**config.mk**
```make
export PLATFORM = sky130hd
export DESIGN_NAME = rps_req_client
export DESIGN_NICKNAME = d
export VERILOG_FILES = /design/src/rtl/rps_pkg.sv /design/src/rtl/rps_pend_ctr.sv /design/src/rtl/rps_req_client.sv
export SDC_FILE = /design/constraint.sdc
export NUM_CORES = 1
export LEC_CHECK = 0
export CAP_MARGIN = 10
export CORE_MARGIN = 2
export CORE_UTILIZATION = 44
export CTS_CLUSTER_SIZE = 30
export DETAILED_ROUTE_END_ITERATION = 8
export PLACE_DENSITY = 0.91
export SLEW_MARGIN = 20
export SYNTH_ARGS = -nofsm -noshare
export SYNTH_HDL_FRONTEND = slang
export SYNTH_SLANG_ARGS = --single-unit
```
**constraint.sdc**
```tcl
create_clock -name clock -period 1.6 [get_ports clock]
set_clock_uncertainty 0.15 [all_clocks]
set_input_delay 0.32 -clock clock [delete_from_list [all_inputs] [get_ports clock]]
set_output_delay 0.32 -clock clock [all_outputs]
set_load 0.05 [all_outputs]
```
**src/rtl/rps_pkg.sv**
```systemverilog
// rps_pkg: shared types, sizes and helpers for the rotating-priority requester front end
package rps_pkg;
  localparam int NUM_REQ = 4;
  localparam int RPS_DEPTH = 3;
  localparam int RPS_HOLD_CYCLES = 2;
  typedef enum logic [0:0] {RC_IDLE, RC_HOLD} rc_state_e;
  function automatic logic is_onehot4(input logic [3:0] v);
    return (v != 4'b0000) && ((v & (v - 4'd1)) == 4'b0000);
  endfunction
endpackage

```
**src/rtl/rps_pend_ctr.sv**
```systemverilog
// rps_pend_ctr: saturating pending-request counter for one client with sticky overflow
module rps_pend_ctr #(
  parameter int DEPTH = 3,
  localparam int CNT_W = $clog2(DEPTH + 1)
) (
  input  logic             clock,
  input  logic             reset,
  input  logic             push,
  input  logic             pop,
  output logic [CNT_W-1:0] cnt,
  output logic             overflow
);
  logic full;
  assign full = cnt == CNT_W'(DEPTH);
  // push and pop together cancel out, so a full counter never overflows on a simultaneous pop
  always_ff @(posedge clock or posedge reset) begin
    if (reset) begin
      cnt <= '0;
      overflow <= 1'b0;
    end else if (push && !pop) begin
      cnt <= full ? cnt : cnt + 1'b1;
      overflow <= overflow | full;
    end else if (pop && !push) begin
      cnt <= cnt - 1'b1;
    end
  end
  a_no_pop_at_zero: assert property (@(posedge clock) disable iff (reset) !(pop && cnt == '0));
endmodule

```
**src/rtl/rps_req_client.sv**
```systemverilog
// rps_req_client: per-client request queueing, selector handshake and fixed-length bus ownership
module rps_req_client
  import rps_pkg::*;
#(
  parameter int DEPTH = RPS_DEPTH,
  parameter int HOLD_CYCLES = RPS_HOLD_CYCLES,
  localparam int CNT_W = $clog2(DEPTH + 1)
) (
  input  logic                     clock,
  input  logic                     reset,
  input  logic [NUM_REQ-1:0]       push,
  input  logic [NUM_REQ-1:0]       gnt,
  output logic [NUM_REQ-1:0]       req,
  output logic                     en,
  output logic [NUM_REQ-1:0]       owner,
  output logic                     busy,
  output logic                     done,
  output logic [NUM_REQ*CNT_W-1:0] pend,
  output logic [NUM_REQ-1:0]       overflow,
  output logic                     gnt_err
);
  localparam int TW = (HOLD_CYCLES > 1) ? $clog2(HOLD_CYCLES) : 1;
  rc_state_e state, state_n;
  logic [NUM_REQ-1:0] owner_n, pop, nz;
  logic [TW-1:0] timer, timer_n;
  logic idle, legal;
  for (genvar i = 0; i < NUM_REQ; i++) begin : g_ctr
    rps_pend_ctr #(.DEPTH(DEPTH)) u_ctr (
      .clock(clock),
      .reset(reset),
      .push(push[i]),
      .pop(pop[i]),
      .cnt(pend[i*CNT_W +: CNT_W]),
      .overflow(overflow[i])
    );
    assign nz[i] = |pend[i*CNT_W +: CNT_W];
  end
  assign idle = state == RC_IDLE;
  assign req = idle ? nz : '0;
  assign en = |req;
  assign legal = en && is_onehot4(gnt) && ((gnt & ~req) == '0);
  assign gnt_err = idle && (gnt != '0) && !legal;
  assign busy = !idle;
  assign done = !idle && (timer == '0);
  assign pop = done ? owner : '0;
  // next state: a legal grant opens a HOLD window, the final HOLD cycle returns to IDLE
  always_comb begin
    state_n = idle ? (legal ? RC_HOLD : RC_IDLE) : (done ? RC_IDLE : RC_HOLD);
    owner_n = idle ? (legal ? gnt : '0) : (done ? '0 : owner);
    timer_n = idle ? TW'(HOLD_CYCLES - 1) : (done ? '0 : timer - 1'b1);
  end
  // state, owner and hold timer registers
  always_ff @(posedge clock or posedge reset) begin
    if (reset) begin
      state <= RC_IDLE;
      owner <= '0;
      timer <= '0;
    end else begin
      state <= state_n;
      owner <= owner_n;
      timer <= timer_n;
    end
  end
endmodule

```
==> results.sh, run 1 <==
export IMPL_status="did not finish"
export IMPL_haltStage="global routing"
export IMPL_error="[ERROR DPL-0038] Utilization greater than 100%, impossible to legalize"
export IMPL_dpl_instance_area_um2=1725
export IMPL_synth_most_common_cell="dfrtp_1"
export IMPL_synth_warnings=0
export IMPL_cts_root_buf="clkbuf_4"
export IMPL_synth_cells=105
export IMPL_synth_top_area_share_pct=46.75
export IMPL_synth_main_ff_cell="dfrtp_1"
export IMPL_die_h_um=50.80
export IMPL_clock_sinks=18
export IMPL_start_util_pct=47.65
export IMPL_cts_path_max_buffers=2
export IMPL_cts_buffers=3
export IMPL_synth_cell_area_um2=963.4
export IMPL_synth_edf_count=0
export IMPL_gp_congestion=0.8902
export IMPL_cts_hold_buffers=0
export IMPL_synthTopCellsByArea="dfrtp_1 47%, nor2_1 5.8%, o21ai_0 5.2%"
export IMPL_grt_max_degree=19
export IMPL_async_flop_share_pct=100.0
export IMPL_avgSynthCellArea_um2=9.175
export IMPL_fp_dieW_um=50.80
export IMPL_io_buffers=33
export IMPL_cts_htree_levels=1
export IMPL_ys_ff_latch=18
export IMPL_yosys_top_cells_count="18 x dfrtp_1, 15 x nor2_1, 10 x o21ai_0"
export IMPL_synth_top_area_cell="dfrtp_1"
export IMPL_syn_nets=115
export IMPL_worst_endpoint_kind="primary output"
export IMPL_num_rows=16
export IMPL_ios=34
export IMPL_seq_area_frac_synth_pct=46.75
export IMPL_synth_cell_types=28
export IMPL_grt_worst_endpoint="gnt_err"
export IMPL_dp_hpwl_um=2472
[per-stage QoR]
| stage | cells | worst slack [ns] |
|---|---|---|
| 2_1_floorplan | 105 | -0.3972 |
| 3_3_place_gp | 183 | -0.5637 |
| 3_5_place_dp | 183 | -0.6286 |
| 4_1_cts | 193 | -0.5325 |
[cell families after synthesis]
| family | synth area share, % |
|---|---|
| simple gates | 23.12 |
| buf+inv | 6.623 |
| flops | 46.75 |
| compound gates | 23.51 |
[what timing repair did]
item,CTS
endpoints found under the hold margin,0
buffers inserted,6
pin swaps,7
resized for setup,37
endpoints found under the setup margin,19
==> run 2, diff against run 1 <==
--- a/config.mk
+++ b/config.mk
@@ -6,11 +6,10 @@
 export NUM_CORES = 1
 export LEC_CHECK = 0
 export CAP_MARGIN = 10
-export CORE_MARGIN = 2
-export CORE_UTILIZATION = 44
-export CTS_CLUSTER_SIZE = 30
+export CORE_AREA = 2 2 63 65
 export DETAILED_ROUTE_END_ITERATION = 8
-export PLACE_DENSITY = 0.91
+export DIE_AREA = 0 0 65 67
+export PLACE_DENSITY_LB_ADDON = 0.15
 export SLEW_MARGIN = 20
 export SYNTH_ARGS = -nofsm -noshare
 export SYNTH_HDL_FRONTEND = slang
==> run 2 against run 1 <==
The flow now finishes, with violations (negative setup slack). Area after synthesis did not move. Synthesized cell count unchanged.
==> results.sh, run 2 <==
export IMPL_p_switching_mw=0.9971
export IMPL_rsz0062_at_grt="yes"
export IMPL_power_frac_comb_pct=65.0
export IMPL_cts_htree_levels=1
export IMPL_top_register="g_ctr.u_ctr.cnt"
export IMPL_synth_edf_count=0
export IMPL_synth_top_area_share_pct=46.75
export IMPL_reg2reg_depth=7
export IMPL_clk_pin_slew_worst_paths_ns=0.07
export IMPL_antenna_cells=0
export IMPL_seq_area_frac_synth_pct=46.75
export IMPL_p_int_mw=1.487
export IMPL_syn_nets=115
export IMPL_largest_register_ffs=8
export IMPL_cp_top_family="compound AO/OA/AOI/OAI gates"
export IMPL_ir_drop_mv=1.105
export IMPL_gp_congestion=0.8359
export IMPL_finalSetupViolCount=16
export IMPL_slew_headroom_pct=81.61
export IMPL_critical_path_buf_inv_count=1
export IMPL_dieArea_um2=4355
export IMPL_insertion_delay_ns=0.25
export IMPL_synthTopCellsByArea="dfrtp_1 47%, nor2_1 5.8%, o21ai_0 5.2%"
export IMPL_finalNetCount=185
export IMPL_hp_class="in2async"
export IMPL_crit_top_cell="o31a_1"
export IMPL_synth_top_family_by_area="compound AO/OA/AOI/OAI gates"
export IMPL_layout_setup_ws_ns=-0.4478
export IMPL_reg2reg_from="busy"
export IMPL_grt_pass1_vias=1172
export IMPL_synth_main_ff_cell="dfrtp_1"
export IMPL_wirelength_um=3266
export IMPL_drc_errors=0
export IMPL_p_leak_nw=0.9254
export IMPL_synth_warnings=0
export IMPL_synth_simple_area_share_pct=23.12
export IMPL_crit_type="reg2out"
export IMPL_core_area_um2=3606
export IMPL_status="finished with violations"
export IMPL_layout_commonest_cell="buf_4"
export IMPL_fin_util_pct=57.95
export IMPL_cp_slowest_cell="dfrtp_2"
export IMPL_reg_largest_list="g_ctr.u_ctr.cnt (8), g_ctr.u_ctr.overflow (4), owner (4)"
export IMPL_mostFrequentLayoutCells="22 x buf_4, 21 x buf_12, 16 x buf_6"
export IMPL_end_kind="output port"
export IMPL_worst_hold_slack_ns=0.2375
export IMPL_timing_fmax_mhz=488.3
export IMPL_synth_top_area_cell="dfrtp_1"
export IMPL_vias=1070
export IMPL_ys_ff_latch=18
export IMPL_die_h_um=67
export IMPL_dp_hpwl_um=2159
export IMPL_power_frac_clock_pct=13.4
export IMPL_synth_compound_area_share_pct=23.51
export IMPL_cts_root_buf="clkbuf_8"
export IMPL_first_pass_iters=4
export IMPL_cpPeakStageDelay_ns=0.41
export IMPL_layout_drive_gt1_share_pct=56.90
export IMPL_rrSetupSlack_ns=-0.20
export IMPL_worstPathMaxFanout=2
export IMPL_async_flop_share_pct=100.0
export IMPL_synth_most_common_cell="dfrtp_1"
export IMPL_synth_cells=105
export IMPL_hold_violations=0
export IMPL_track_usage_pct=16.56
export IMPL_violations="negative setup slack"
export IMPL_cts_hold_buffers=0
export IMPL_path_cells="o31a_1 > o31a_1 > o21a_4 > buf_6"
export IMPL_crit_required_ns=1.13
export IMPL_start_util_pct=26.72
export IMPL_avgSynthCellArea_um2=9.175
export IMPL_grt_pass1_wl_um=5416
export IMPL_antenna_found_initial=0
export IMPL_ios=34
export IMPL_tightestPinTransition_ns=0.2754
export IMPL_synthAdderAreaFrac_pct=0
export IMPL_io_buffers=33
export IMPL_period_needed_ns=2.048
export IMPL_cts_buffers=3
export IMPL_ant_nets=0
export IMPL_synth_xor_area_share_pct=0
export IMPL_drtIter0Drc=49
export IMPL_powerDensity_nw_per_um2=1189
export IMPL_cp_arrival_ns=1.58
export IMPL_placed_cells=208
export IMPL_switching_share_pct=40.13
export IMPL_cts_path_max_buffers=2
export IMPL_cp_start_kind="flop"
export IMPL_synth_cell_types=28
export IMPL_slew_violations=0
export IMPL_avgViaCountPerCell=4.820
export IMPL_seq_power_share_pct=21.7
export IMPL_yosys_top_cells_count="18 x dfrtp_1, 15 x nor2_1, 10 x o21ai_0"
export IMPL_r2r_end="g_ctr[0].u_ctr.cnt[1]"
export IMPL_fin_cells=222
export IMPL_fp_dieW_um=65
export IMPL_fin_crit_sh_pct=128.0
export IMPL_num_rows=22
export IMPL_clock_sinks=18
export IMPL_maxCapViolations=0
export IMPL_area_growth_syn_to_layout_pct=116.9
export IMPL_grt_max_degree=19
export IMPL_synth_cell_area_um2=963.4
export IMPL_synthMuxAreaShare_pct=0
export IMPL_cts_tree="yes"
export IMPL_wl_per_cell_um=14.71
export IMPL_grt_overflow_total=0
-- run 2: cell counts after synthesis --
Identical to the previous run, type by type.
-- run 2: cells by family after synthesis --
family,count (synthesis)
AOI/OAI and AO/OA,32
and+or+nand+nor,43
buffers and inverters,12
DFF,18
-- run 2: worst max-delay path by stage --
stage	start	end	slack, ns	cells past startpoint
6_report	busy	gnt_err	-0.45	4
3_3_place_gp	gnt[3]	gnt_err	-0.57	5
5_1_grt	busy	gnt_err	-0.50	4
4_1_cts	busy	gnt_err	-0.44	4
3_5_place_dp	gnt[3]	gnt_err	-0.62	5
2_1_floorplan	g_ctr[3].u_ctr.cnt[1]	gnt_err	-0.40	4
-- run 2: area by class of cell --
class	instances	area, um2
Clock buffer	4	45.04
Timing Repair Buffer	71	900.9
Tap cell	48	60.06
Inverter	6	22.52
Fill cell	308	1516
Multi-Input combinational cell	75	599.3
Sequential cell	18	461.7
-- run 2: power by group through the flow --
| stage | combinational (mW) | sequential [mW] | clock [mW] |
|---|---|---|---|
| after floorplan | 0.533 | 0.644 | 0 |
| after global placement | 1.22 | 0.540 | 0 |
| after detailed placement | 1.23 | 0.542 | 0 |
| after CTS | 1.53 | 0.538 | 0.334 |
| after global routing | 1.68 | 0.546 | 0.370 |
| final | 1.61 | 0.539 | 0.332 |
-- run 2: worst reg2reg max path, stage by stage, from the launching register on --
cell	delay, ns
dfrtp_2	0.37
buf_6	0.10
buf_8	0.12
nor2b_4	0.16
buf_6	0.12
nand2_4	0.05
or4_4	0.53
o211ai_1	0.10
-- run 2: routing by layer --
metal	vias to the layer above	track usage (%)	part of all wire (%)
met1	514	19.56	43
met5	-	0	0
met2	30	28.87	50
met3	7	3.041	4.1
li1	519	-	-
met4	0	7.979	2.0
-- run 2: metrics by stage --
stage	instance area, um2	setup WS [ns]	setup TNS, ns	total power, mW
floorplan	1020	-0.3972	-1.689	1.177
global placement	1782	-0.5673	-1.365	1.763
detailed placement	1782	-0.6231	-1.463	1.768
CTS	2022	-0.4422	-2.341	2.400
global route	2090	-0.5008	-3.550	2.595
finish	2090	-0.4478	-2.683	2.484
-- run 2: timing repair --
item / in CTS / in global routing
buffers inserted: 9 / 7
resized for setup: 39 / 18
setup endpoints to repair: 14 / 19
pin swaps: 8 / 7
Power figures use the tool's default switching activity.
